--- config.mk ---
export PLATFORM = sky130hd
export DESIGN_NAME = nr_div_seq_ctrl_flat
export DESIGN_NICKNAME = d
export VERILOG_FILES = /design/src/rtl/nr_div_seq_ctrl_if.sv /design/src/rtl/nr_div_seq_ctrl.sv /design/src/flat_wrapper.sv
export SDC_FILE = /design/constraint.sdc
export NUM_CORES = 1
export LEC_CHECK = 0
export CAP_MARGIN = 10
export CORE_MARGIN = 4
export CORE_UTILIZATION = 57
export DETAILED_ROUTE_END_ITERATION = 7
export HOLD_SLACK_MARGIN = 0.08
export PLACE_DENSITY = 0.84
export SETUP_SLACK_MARGIN = 0.05
export SLEW_MARGIN = 20
export SYNTH_ARGS = -nofsm -noshare
export SYNTH_HDL_FRONTEND = slang
export SYNTH_SLANG_ARGS = --single-unit
--- constraint.sdc ---
create_clock -name clk -period 3.75 [get_ports clk]
set_input_delay 0.75 -clock clk [delete_from_list [all_inputs] [get_ports clk]]
set_output_delay 0.75 -clock clk [all_outputs]
set_load 0.03 [all_outputs]
--- src/rtl/nr_div_seq_ctrl_if.sv ---
// Operand/result handshake bundle for the sequential non-restoring divider.
// slave = divider side, master = issue/consumer side.
interface nr_div_seq_ctrl_if #(
  parameter int DW = 4,
  parameter int VW = 2
);
  logic          in_valid;
  logic          in_ready;
  logic [DW-1:0] dividend;
  logic [VW-1:0] divisor;
  logic          flush;
  logic          out_valid;
  logic          out_ready;
  logic [DW-1:0] quotient;
  logic [VW-1:0] remainder;
  logic          div_by_zero;
  logic          busy;

  modport slave (
    input  in_valid, dividend, divisor, flush, out_ready,
    output in_ready, out_valid, quotient, remainder, div_by_zero, busy
  );

  modport master (
    output in_valid, dividend, divisor, flush, out_ready,
    input  in_ready, out_valid, quotient, remainder, div_by_zero, busy
  );
endinterface

--- src/rtl/nr_div_seq_ctrl.sv ---
// Sequential non-restoring divider: one add/sub-and-shift step per clock,
// DW steps plus one remainder-correction cycle, result held until taken.
module nr_div_seq_ctrl #(
  parameter int DW = 4,
  parameter int VW = 2
) (
  input  logic                clk,
  input  logic                rst_n,
  nr_div_seq_ctrl_if.slave    bus
);
  // Signed partial remainder: two guard bits above the divisor width.
  localparam int PW = VW + 2;
  localparam int CW = (DW > 1) ? $clog2(DW) : 1;

  typedef enum logic [1:0] {S_IDLE, S_ITER, S_CORR, S_DONE} state_t;

  state_t        r_state;
  logic [PW-1:0] r_p;
  logic [DW-1:0] r_a;
  logic [VW-1:0] r_d;
  logic [CW-1:0] r_cnt;
  logic          r_in_ready;
  logic          r_out_valid;
  logic          r_busy;
  logic [DW-1:0] r_q;
  logic [VW-1:0] r_r;
  logic          r_dbz;

  logic [PW-1:0] w_t;
  logic [PW-1:0] w_dx;
  logic [PW-1:0] w_p_step;
  logic [DW-1:0] w_a_step;
  logic [PW-1:0] w_p_corr;

  // One iteration: shift next dividend bit into P, add or subtract D by
  // the sign of the old P; quotient digit is 1 when the new P is >= 0.
  always_comb begin
    w_dx     = {{(PW-VW){1'b0}}, r_d};
    w_t      = {r_p[PW-2:0], r_a[DW-1]};
    w_p_step = r_p[PW-1] ? (w_t + w_dx) : (w_t - w_dx);
    w_a_step = {r_a[DW-2:0], ~w_p_step[PW-1]};
    w_p_corr = r_p[PW-1] ? (r_p + w_dx) : r_p;
  end

  // Control FSM with registered handshake and result outputs.
  always_ff @(posedge clk or negedge rst_n) begin
    if (!rst_n) begin
      r_state     <= S_IDLE;
      r_p         <= '0;
      r_a         <= '0;
      r_d         <= '0;
      r_cnt       <= '0;
      r_in_ready  <= 1'b1;
      r_out_valid <= 1'b0;
      r_busy      <= 1'b0;
      r_q         <= '0;
      r_r         <= '0;
      r_dbz       <= 1'b0;
    end else if (bus.flush) begin
      // Abort wins over everything; result registers keep their values.
      r_state     <= S_IDLE;
      r_in_ready  <= 1'b1;
      r_out_valid <= 1'b0;
      r_busy      <= 1'b0;
    end else begin
      case (r_state)
        S_IDLE: begin
          if (bus.in_valid) begin
            r_in_ready <= 1'b0;
            r_busy     <= 1'b1;
            if (bus.divisor != '0) begin
              r_a     <= bus.dividend;
              r_d     <= bus.divisor;
              r_p     <= '0;
              r_cnt   <= CW'(DW-1);
              r_state <= S_ITER;
            end else begin
              // Zero divisor short-circuits straight to a flagged result.
              r_q         <= '1;
              r_r         <= bus.dividend[VW-1:0];
              r_dbz       <= 1'b1;
              r_out_valid <= 1'b1;
              r_state     <= S_DONE;
            end
          end
        end
        S_ITER: begin
          r_p <= w_p_step;
          r_a <= w_a_step;
          if (r_cnt == '0) r_state <= S_CORR;
          else             r_cnt   <= r_cnt - CW'(1);
        end
        S_CORR: begin
          r_p         <= w_p_corr;
          r_q         <= r_a;
          r_r         <= w_p_corr[VW-1:0];
          r_dbz       <= 1'b0;
          r_out_valid <= 1'b1;
          r_state     <= S_DONE;
        end
        S_DONE: begin
          if (bus.out_ready) begin
            r_state     <= S_IDLE;
            r_out_valid <= 1'b0;
            r_in_ready  <= 1'b1;
            r_busy      <= 1'b0;
          end
        end
        default: begin
          r_state     <= S_IDLE;
          r_out_valid <= 1'b0;
          r_in_ready  <= 1'b1;
          r_busy      <= 1'b0;
        end
      endcase
    end
  end

  assign bus.in_ready    = r_in_ready;
  assign bus.out_valid   = r_out_valid;
  assign bus.busy        = r_busy;
  assign bus.quotient    = r_q;
  assign bus.remainder   = r_r;
  assign bus.div_by_zero = r_dbz;
endmodule
--- src/flat_wrapper.sv ---
// flat-port wrapper written by rule: the top's interface ports become plain ports
module nr_div_seq_ctrl_flat 
#(
  parameter int DW = 4,
  parameter int VW = 2
)
  (clk, rst_n, bus_in_valid, bus_dividend, bus_divisor, bus_flush, bus_out_ready, bus_in_ready, bus_out_valid, bus_quotient, bus_remainder, bus_div_by_zero, bus_busy);
  nr_div_seq_ctrl_if #(.DW(DW), .VW(VW)) bus_i ();
  input  logic clk;
  input  logic rst_n;
  input wire logic [$bits(bus_i.in_valid)-1:0] bus_in_valid;
  input wire logic [$bits(bus_i.dividend)-1:0] bus_dividend;
  input wire logic [$bits(bus_i.divisor)-1:0] bus_divisor;
  input wire logic [$bits(bus_i.flush)-1:0] bus_flush;
  input wire logic [$bits(bus_i.out_ready)-1:0] bus_out_ready;
  output wire logic [$bits(bus_i.in_ready)-1:0] bus_in_ready;
  output wire logic [$bits(bus_i.out_valid)-1:0] bus_out_valid;
  output wire logic [$bits(bus_i.quotient)-1:0] bus_quotient;
  output wire logic [$bits(bus_i.remainder)-1:0] bus_remainder;
  output wire logic [$bits(bus_i.div_by_zero)-1:0] bus_div_by_zero;
  output wire logic [$bits(bus_i.busy)-1:0] bus_busy;
  assign bus_i.in_valid = bus_in_valid;
  assign bus_i.dividend = bus_dividend;
  assign bus_i.divisor = bus_divisor;
  assign bus_i.flush = bus_flush;
  assign bus_i.out_ready = bus_out_ready;
  assign bus_in_ready = bus_i.in_ready;
  assign bus_out_valid = bus_i.out_valid;
  assign bus_quotient = bus_i.quotient;
  assign bus_remainder = bus_i.remainder;
  assign bus_div_by_zero = bus_i.div_by_zero;
  assign bus_busy = bus_i.busy;
  nr_div_seq_ctrl #(.DW(DW), .VW(VW)) u_core (.clk(clk), .rst_n(rst_n), .bus(bus_i));
endmodule
==> results.md <==
* Status: finished clean
* TritonCTS Buffers at 3
* Die Area at 3500 um2
* Pins Over Slew Limit at 0
* Setup CP Type: primary input to flip-flop
* Top-count cell post-synth: dfrtp_1
* Most frequent cells after synthesis: dfrtp_1 (23), nand2_1 (18), a21oi_1 (13), o21ai_0 (13), ha_1 (11)
* All-Layer GR Usage at 18.9%
* CTS tree: built
* Fin Setup TNS at 0 ns
* Rel. slew slack at 49.2%
* Initial antenna violation count at 0
* Lkg Pwr at 0.765 nW
* Mapped cell area at 1490 um2
* Buffers on Ports at 20
* First-pass GRT wire length at 5.02 mm
* RSZ-0062 raised after global routing: no
* Area after DPL at 1690 um2
* Register area share after synthesis at 40.3%
* Placed cell count at 197
* Main synth FF type: dfrtp_1
* Worst hold path class: primary input to async pin
* Core Area at 2480 um2
* Yosys top cell area share at 38.5%
* Synth area leaders: dfrtp_1 (39%), ha_1 (9.2%), nand2_1 (4.5%)
* Final instance area at 1720 um2
* Num rows at 18
* Clock Skew at 0.00981 ns
* Max incr delay on CP at 0.63 ns
* Max-cap check violation count at 0
* Via-to-Cell Ratio at 5.54
* Routed wirelength normalized by instance count at 14.7 um
* Grt ovf at 0
* 1st-pass router iterations at 4
* Layout cells sized above 1 at 12.3%
* Critical path arrival at 2.65 ns
* Mapped Nets at 177
* Detailed placement HPWL at 2.26 mm
* Total detailed-routing wirelength at 2.95 mm
* Final min period at 2.42 ns
* Area delta synth->final at 15.4%
* Fin util at 69.6%
* Mean Syn Cell Area at 9.76 um2
* CP Capture Type: flip-flop
* Drt initial violations at 25
* Ports placed on the boundary at 21
* Setup bufs post-CTS at 0
* WHS at 0.385 ns
* Number of vias after detailed routing at 1114
* Post-synth EDFFs at 0
* Worst Tran Pin Value at 0.762 ns
* Ys async rst share at 100%
* Final hold violation count at 0
* Clock Latency Late Sink at 0.32 ns
* Peak supply drop at 527 uV
* Crit path max fanout at 11
* Reg clk slew, reported paths at 0.13 ns
* # setup viols final at 0
* Vias in the first global route at 1151
* FMAX at 0.413 GHz
* # diodes at 0
* Yosys top cell by area: dfrtp_1
* Final-stage net count at 196
* #FFs+latches synth at 24
* CTS sink cnt at 24
* Starting density of the core at 60.3%
* Detail Route Antenna Nets at 0
* Hold_buf cts at 0
* Largest net degree at the start of global routing at 25
* Netlist cell types at 36
* Required @ worst endpoint at 3.98 ns
* Power Density at 882 nW/um2
* Worst-path cell chain: clkdlybuf4s50_1 > o211ai_1 > a21oi_1 > mux2_2 > a31o_2
* Root Driver: clkbuf_4
* Crit-path slowest cell: a21oi_1
* Post-CTS sizing at 0
* Die Y at 59.2 um
* Crit path max-delay family: compound AO/OA/AOI/OAI gates
* Die W at 59.2 um
* Synth warnings at 0
* CTS HTree Levels at 1
* GP Congestion at 0.774
* Residual DRC at 0
* Period utilization at 64.6%
* Gate Count Post-Synth at 153
* Non-filler cells, final at 201
* CP startpoint kind: primary input
* Worst Path Buf+Inv at 1
* CTS max path bufs at 2
worst paths after layout:
check	startpoint	slack, ns	endpoint	cells after the start
setup / recovery	bus_divisor[1]	1.33	u_core.r_a[0]$_DFFE_PN0P_	5
hold / removal	rst_n	0.39	u_core.bus.remainder[1]$_DFFE_PN0P_	1
setup reg to reg	u_core.r_state[1]$_DFFE_PN0P_	1.34	u_core.r_a[0]$_DFFE_PN0P_	6
hold reg to reg	u_core.r_cnt[0]$_DFFE_PN0P_	0.48	u_core.r_cnt[0]$_DFFE_PN0P_	1
max in group asynchronous	rst_n	2.98	u_core.bus.in_ready$_DFFE_PN1P_	1
min in group clk	u_core.r_cnt[0]$_DFFE_PN0P_	0.48	u_core.r_cnt[0]$_DFFE_PN0P_	1
cell families (layout without fill, tap and decap cells):
group                      count (synthesis)  in the layout  share of synthesized area [%]
and+or+nand+nor                           46             46                           15.2
AOI/OAI and AO/OA                         41             41                           17.1
buffers and inverters                     13             31                           4.36
xor gates and xnor gates                   4              4                           2.35
adders and majority gates                 13             13                           11.9
DFF                                       24             24                           40.3
muxes                                     12             12                           8.79
where the power goes:
group,internal [mW],switching [mW],leakage [nW]
clock,0.0593,0.0773,0.0210
sequential,0.385,0.110,0.289
combinational,0.401,0.489,0.454
total,0.845,0.677,0.765
layout make-up:
cell class	count	area (um2)
multi-input combinational	116	827
sequential	24	602
fill	196	753
timing repair buffer	20	195
clock buffer	4	36.3
tap	30	37.5
inverter	7	26.3
stage by stage:
step	power (mW)	setup slack, ns
after global placement	1.35	1.05
final	1.52	1.33
after detailed placement	1.40	0.991
after global routing	1.65	1.17
after floorplan	1.14	1.67
after CTS	1.54	1.33
metal layers:
metal	up-vias	wire length [um]	GRT usage, %	part of all wire [%]
met2	8	1570	34.3	53
met5	-	0	0	0
li1	566	-	-	-
met4	0	21	7.44	0.71
met1	538	1310	22.5	45
met3	2	43	2.18	1.5
sequential cells by signal, summed over array words and instances, names as in the netlist:
name,flops
u_core.bus.remainder,2
u_core.bus.out_valid,1
u_core.bus.in_ready,1
u_core.r_cnt,2
u_core.bus.quotient,4
u_core.bus.busy,1
u_core.r_p,4
u_core.r_state,2
u_core.bus.div_by_zero,1
u_core.r_a,4
u_core.r_d,2
cells in the final DEF, fill, tap and decap left out, drive strengths merged, types with 3 or more instances in the layout:
master,netlist,routed
a21o,3,3
a21oi,14,14
clkbuf,0,4
clkdlybuf4s50,0,19
dfrtp,23,23
ha,11,11
inv,7,7
mux2,6,6
mux2i,6,6
nand2,18,18
nand2b,4,4
nand3,4,4
nor2,10,10
nor2b,7,7
o21ai,15,15
xnor2,3,3
No activity file was read; power rests on OpenSTA's default activity.
